[src/rtl/dbus_wb_bridge.sv]
// Data-bus Wishbone classic master. It runs one CPU load/store per bus cycle, stalls the pipeline until ack,
// holds read data while the pipeline is frozen elsewhere, and aborts cycles to slaves that never acknowledge.
module dbus_wb_bridge #(
  parameter int aw        = 32,
  parameter int dw        = 32,
  parameter int TO_CYCLES = 16
) (
  input  logic          wb_clk_i,
  input  logic          wb_rst_i,
  input  logic          cpu_ce_i,
  input  logic          cpu_we_i,
  input  logic [aw-1:0] cpu_addr_i,
  input  logic [3:0]    cpu_sel_i,
  input  logic [dw-1:0] cpu_data_i,
  output logic [dw-1:0] cpu_data_o,
  input  logic          stall_i,
  input  logic          flush_i,
  output logic          stallreq_o,
  output logic          bus_err_o,
  output logic [aw-1:0] wb_adr_o,
  output logic [dw-1:0] wb_dat_o,
  input  logic [dw-1:0] wb_dat_i,
  output logic [3:0]    wb_sel_o,
  output logic          wb_we_o,
  output logic          wb_stb_o,
  output logic          wb_cyc_o,
  input  logic          wb_ack_i
);

  localparam int CW = $clog2(TO_CYCLES);
  localparam logic [CW-1:0] TO_LAST = CW'(TO_CYCLES - 1);

  typedef enum logic [1:0] {IDLE, BUSY, WAIT_STALL} state_t;

  state_t        state_q;
  logic [aw-1:0] adr_q;
  logic [dw-1:0] dat_q;
  logic [dw-1:0] rbuf_q;
  logic [3:0]    sel_q;
  logic          we_q;
  logic          cyc_q;
  logic          err_q;
  logic [CW-1:0] cnt_q;
  logic [CW-1:0] cnt_d;

  logic in_busy;
  logic ack_ok;
  logic timeout;

  assign cnt_d = cnt_q + CW'(1);

  always_comb begin
    in_busy    = (state_q == BUSY);
    ack_ok     = in_busy && wb_ack_i && !flush_i;
    timeout    = in_busy && !wb_ack_i && !flush_i && (cnt_q == TO_LAST);
    stallreq_o = ((state_q == IDLE) && cpu_ce_i && !flush_i) ||
                 (in_busy && !wb_ack_i && !flush_i && !timeout);
    // Load data passes straight through on the ack cycle so the stage needs no extra stall.
    if (ack_ok && !we_q) begin
      cpu_data_o = wb_dat_i;
    end else if (state_q == WAIT_STALL) begin
      cpu_data_o = rbuf_q;
    end else begin
      cpu_data_o = '0;
    end
  end

  always_ff @(posedge wb_clk_i) begin
    if (!wb_rst_i) begin
      state_q <= IDLE;
      adr_q   <= '0;
      dat_q   <= '0;
      sel_q   <= '0;
      we_q    <= 1'b0;
      cyc_q   <= 1'b0;
      err_q   <= 1'b0;
      rbuf_q  <= '0;
      cnt_q   <= '0;
    end else begin
      err_q <= 1'b0;
      case (state_q)
        IDLE: begin
          // A stale ack from a slave that stretches it past cyc is ignored here.
          if (cpu_ce_i && !flush_i) begin
            cyc_q   <= 1'b1;
            adr_q   <= cpu_addr_i;
            sel_q   <= cpu_sel_i;
            we_q    <= cpu_we_i;
            dat_q   <= cpu_we_i ? cpu_data_i : '0;
            cnt_q   <= '0;
            state_q <= BUSY;
          end
        end
        BUSY: begin
          if (flush_i || wb_ack_i || (cnt_q == TO_LAST)) begin
            cyc_q   <= 1'b0;
            we_q    <= 1'b0;
            sel_q   <= '0;
            adr_q   <= '0;
            dat_q   <= '0;
            state_q <= (!flush_i && stall_i) ? WAIT_STALL : IDLE;
            if (ack_ok && !we_q) begin
              rbuf_q <= wb_dat_i;
            end
            if (timeout) begin
              err_q  <= 1'b1;
              rbuf_q <= '0;
            end
          end else begin
            cnt_q <= cnt_d;
          end
        end
        WAIT_STALL: begin
          if (flush_i || !stall_i) begin
            state_q <= IDLE;
          end
        end
        default: state_q <= IDLE;
      endcase
    end
  end

  assign wb_adr_o  = adr_q;
  assign wb_dat_o  = dat_q;
  assign wb_sel_o  = sel_q;
  assign wb_we_o   = we_q;
  assign wb_cyc_o  = cyc_q;
  assign wb_stb_o  = cyc_q;
  assign bus_err_o = err_q;

endmodule
[config.mk]
export PLATFORM = sky130hd
export DESIGN_NAME = dbus_wb_bridge
export DESIGN_NICKNAME = d
export VERILOG_FILES = /design/src/rtl/dbus_wb_bridge.sv
export SDC_FILE = /design/constraint.sdc
export NUM_CORES = 1
export LEC_CHECK = 0
export ABC_AREA = 1
export CAP_MARGIN = 20
export CORE_UTILIZATION = 40
export CTS_CLUSTER_DIAMETER = 60
export DETAILED_ROUTE_END_ITERATION = 7
export GPL_TIMING_DRIVEN = 1
export MAX_ROUTING_LAYER = met4
export PLACE_DENSITY = 0.87
export SYNTH_ARGS = -nofsm -noshare
export SYNTH_HDL_FRONTEND = slang
export SYNTH_SLANG_ARGS = --single-unit
[constraint.sdc]
create_clock -name wb_clk_i -period 1.5 [get_ports wb_clk_i]
set_input_delay 0.15 -clock wb_clk_i [delete_from_list [all_inputs] [get_ports wb_clk_i]]
set_output_delay 0.15 -clock wb_clk_i [all_outputs]
set_load 0.02 [all_outputs]
==> results by stage <==
CTS:
- The H-tree generated during clock tree synthesis spans 3 levels.
- TritonCTS created 9 clock buffers.
- The CTS clock-pin slew for the worst setup and hold paths is 0.11 ns.
- The CTS root buffer is sky130_fd_sc_hd__clkbuf_8.
- In this run the deepest clock path goes through 2 buffers.
- The clock sink count is 109.
- Hold repair after CTS inserted 0 buffers.
- The clock latency on the worst-skew pair is 0.37 ns.
- The TritonCTS clock tree is built.

Power:
- The static leakage power is 0.004218 µW.
- The total power divided by cell area is 716.8 nW/µm².
- IR analysis of the VDD net gives a maximum drop of 0.5638 mV.

Floorplanning:
- The die covers 11190 µm².
- The floorplan step set the die width to 105.8 µm.
- The number of I/O pins is 212.
- Once the floorplan was initialized, standard cells occupied 41.54% of the core.
- The die is 105.8 µm tall.
- The floorplan step defined a core boundary enclosing 10370 µm².
- The floorplan row count is 37.

Global route:
- For this run, the total global-route usage over all layers was measured as 31.68%.
- The global-route wire length before repair is 26970 µm.
- The total global routing overflow is 0.
- The global-route track usage on met1 is 32.89%.
- The global routing usage on met3 is 6.803%.
- The most crowded layer after global routing is met2.
- The global-route met2 utilization is 57.00%.
- Entering global routing, the biggest net connects 32 pins.
- The initial antenna violation count is 0.
- The via count of the first global-routing pass is 5463.

Synthesis:
- The area share of and/or/nand/nor cells after synthesis is 27.19%.
- The main combinational cell family by area after synthesis is simple AND/OR/NAND/NOR gates.
- After synthesis, the cell types taking the most area are sky130_fd_sc_hd__dfxtp_1 51%, sky130_fd_sc_hd__nand2_1 18%, sky130_fd_sc_hd__a21oi_1 12%.
- The total number of yosys warnings is 0.
- The portion of netlist area occupied by mux cells is 0%.
- The number of nets in the synthesized netlist is 662.
- The fraction of synthesized cell area in xor and xnor cells is 0%.
- Synthesis produced a netlist whose cell count is 554.
- The fraction of the mapped netlist area in adder cells is 0.2904%.
- The compound-gate portion of the synthesized area is 14.70%.
- By count the netlist is led by 211 x sky130_fd_sc_hd__nand2_1, 109 x sky130_fd_sc_hd__dfxtp_1, 106 x sky130_fd_sc_hd__a21oi_1, 33 x sky130_fd_sc_hd__nand4_1, 13 x sky130_fd_sc_hd__buf_4.
- Summed over all instances, the cell type with the most area after synthesis is sky130_fd_sc_hd__dfxtp_1.
- The share of synthesized area in the top cell type comes to 50.65%.
- By instance count, the leading cell after synthesis is sky130_fd_sc_hd__nand2_1.
- The area of the mapped netlist is 4308 µm².
- The mean instance size in the synthesized netlist is 7.776 µm².
- For this run, asynchronously set or reset flops after synthesis account for 0%.
- In the synthesized netlist the dominant register cell turns out to be sky130_fd_sc_hd__dfxtp_1.
- Yosys mapped a number of flops with a built-in enable equal to 0.
- Counting flops and latches in the post-synthesis netlist gives 109.
- The distinct cell type count after synthesis is 24.
- The post-synthesis sequential area ratio is 50.65%.

STA:
- The number of pins with negative max-slew slack in the final report is 0.
- On the final layout, the worst clock skew is 0.01136 ns.
- The count of final hold-check violations is 0.
- The transition time of the tightest slew-check pin is 0.3822 ns.
- The ratio of final minimum period to clock period is 116.4%.
- The final worst slack is -0.2466 ns.
- Based on the critical path, the design can be clocked at up to 572.5 MHz.
- Measured against its own limit, the worst slew margin works out to 74.52%.
- Setup repair after global routing could not meet its margin everywhere.
- Setup violations remaining at the end of the flow were counted as 107.
- The final critical path time including I/O delays and setup is 1.747 ns.

Final layout:
- The count of placed standard cells in the final layout, fillers left out is 1010.
- The area of all placed cells without fillers is 8886 µm².
- The layout overhead on the synthesized area is 106.3%.
- After the last flow step, the layout net total stands at 977.
- Cells with a size suffix above 1 make up 39.82% of the layout.
- 0 antenna diodes ended up in the layout.

Place:
- After detailed placement, the total cell area comes to 6944 µm².
- The post-detailed-placement half-perimeter wirelength is 10040 µm.
- The congestion estimate from routability-driven global placement came to 0.8648.
- Counting tap cells, the placed design contains a total of 928 instances.
- The quantity of I/O buffers inserted on ports is 211.

Critical path:
- The count of cells along the worst register-to-register path is 12.
- The critical path arrival is 2.05 ns.
- Traced cell by cell, the critical path runs through nor2_4, buf_6, buf_4, buf_6, nand3_4, buf_6, nand2_8, buf_12, buf_6, buf_12, nand2_4, a21oi_1.
- The family with the most delay on the worst path is buffers and inverters.
- The buffers plus inverters on the worst setup path is 7.
- The critical path startpoint category is a flip-flop.
- The setup path with the least slack is of type reg2reg.
- The critical path capture point type is a flip-flop.
- In this run the number of cells on the critical path is 12.
- The required time at the endpoint of the critical path is 1.81 ns.
- The library cell appearing most often on the critical path is sky130_fd_sc_hd__buf_6.
- The slowest stage of the critical path is the sky130_fd_sc_hd__dfxtp_4 cell.
- For this run, the slowest stage of the critical path takes 0.38 ns.
- In this run the worst path has a maximum fanout of 8.

Outcome:
- The checks that failed: setup timing.
- The flow ran to the end, but the final reports show violations.

Route:
- The number of iterations in the first detailed-routing pass is 5.
- The sum of routed wire length over all layers is 19770 µm.
- The initial detailed-routing violation count is 482.
- The post-route DRC violation count is 0.
- The ratio of routed vias to standard cells is 5.373.
- The overall via count from detail_route is 5427.
- The count of nets left with antenna violations after detail routing is 0.
- In the final routed layout, each cell accounts on average for 19.57 µm.

Worst hold path:
- The class of the tightest hold or removal check is in2reg.
- The worst hold path was traced through 3 stages.

Run:
- Max-cap violations in this run came to 0.
[stage by stage]
| stage | total power (µW) | setup TNS [ns] | setup WS, ns | utilization, % | hold slack, ns |
|---|---|---|---|---|---|
| after global placement | 4083 | -47.91 | -0.5231 | 66.96 | 0.4458 |
| final | 6369 | -17.19 | -0.2466 | 85.69 | 0.3285 |
| after detailed placement | 4112 | -48.60 | -0.5457 | 66.96 | 0.4525 |
| after floorplan | 3524 | 0 | 0.04941 | - | 0.2972 |
| after CTS | 6150 | -15.07 | -0.2320 | 79.08 | 0.3151 |
| after global routing | 6596 | -25.55 | -0.3285 | 85.69 | 0.3166 |
[layout make-up]
cell class / count / area (µm²)
Inverter: 10 / 50.05
Tap cell: 136 / 170.2
Multi-Input combinational cell: 394 / 2634
Clock buffer: 11 / 141.4
Timing Repair Buffer: 345 / 3661
Clock inverter: 5 / 41.29
Fill cell: 525 / 1484
Sequential cell: 109 / 2188
[worst reg2reg max path: cells and delay by family, from the launching register on]
family | cells | cell delay (ns)
buf+inv | 7 | 0.81
flops | 1 | 0.38
simple gates | 4 | 0.36
compound gates | 1 | 0.16
[metal layers]
layer	up-vias	wire length [µm]
li1	2475	-
met3	73	1497
met2	319	10360
met1	2560	6970
met5	-	0
met4	0	932
[registers in the layout, summed over array words and instances (netlist names)]
| register | flops |
|---|---|
| bus_err_o | 1 |
| wb_adr_o | 32 |
| cnt_q | 4 |
| wb_cyc_o | 1 |
| wb_sel_o | 4 |
| wb_we_o | 1 |
| state_q | 2 |
| wb_dat_o | 32 |
| rbuf_q | 32 |
[final timing paths]
path / to / startpoint / slack (ns)
hold reg to reg: rbuf_q[9] / rbuf_q[9] / 0.47
setup / recovery: wb_dat_o[13] / state_q[1] / -0.25
setup reg to reg: wb_dat_o[13] / state_q[1] / -0.25
hold / removal: wb_dat_o[1] / cpu_data_i[1] / 0.33
[cells by family (layout without fill, tap and decap cells)]
logic type | Yosys count | count (layout)
AO/OA/AOI/OAI | 126 | 126
adder cells (fa/ha/maj) | 1 | 1
buffers and inverters | 51 | 371
flip-flops | 109 | 109
AND/OR/NAND/NOR | 267 | 267
[placed cells by master (no fill, tap or decap), types with 6 or more instances in the layout]
cell,instances
sky130_fd_sc_hd__buf_2,9
sky130_fd_sc_hd__dlymetal6s2s_1,29
sky130_fd_sc_hd__clkbuf_8,10
sky130_fd_sc_hd__buf_4,98
sky130_fd_sc_hd__nand4_1,33
sky130_fd_sc_hd__dlygate4sd2_1,42
sky130_fd_sc_hd__o21ai_1,19
sky130_fd_sc_hd__nor2_1,6
sky130_fd_sc_hd__a21oi_1,38
sky130_fd_sc_hd__buf_16,10
sky130_fd_sc_hd__clkdlybuf4s50_1,107
sky130_fd_sc_hd__nand2_2,17
sky130_fd_sc_hd__buf_6,22
sky130_fd_sc_hd__nand2_1,137
sky130_fd_sc_hd__buf_8,6
sky130_fd_sc_hd__nand2_4,57
sky130_fd_sc_hd__buf_12,17
sky130_fd_sc_hd__dfxtp_1,106
sky130_fd_sc_hd__a21oi_2,65
[repair_timing]
item	4_1_cts	5_1_grt
buffers inserted	46	12
resized for setup	334	183
cloned	14	6
setup endpoints to repair	118	169
hold endpoints to repair	0	0
pin swaps	37	64
[report_power, final]
part | switching [µW] | total, µW | internal, µW
logic | 748 | 1590 | 845
clock network | 1050 | 1720 | 667
registers | 80.9 | 3060 | 2980
(Power assumes the default switching activity.)
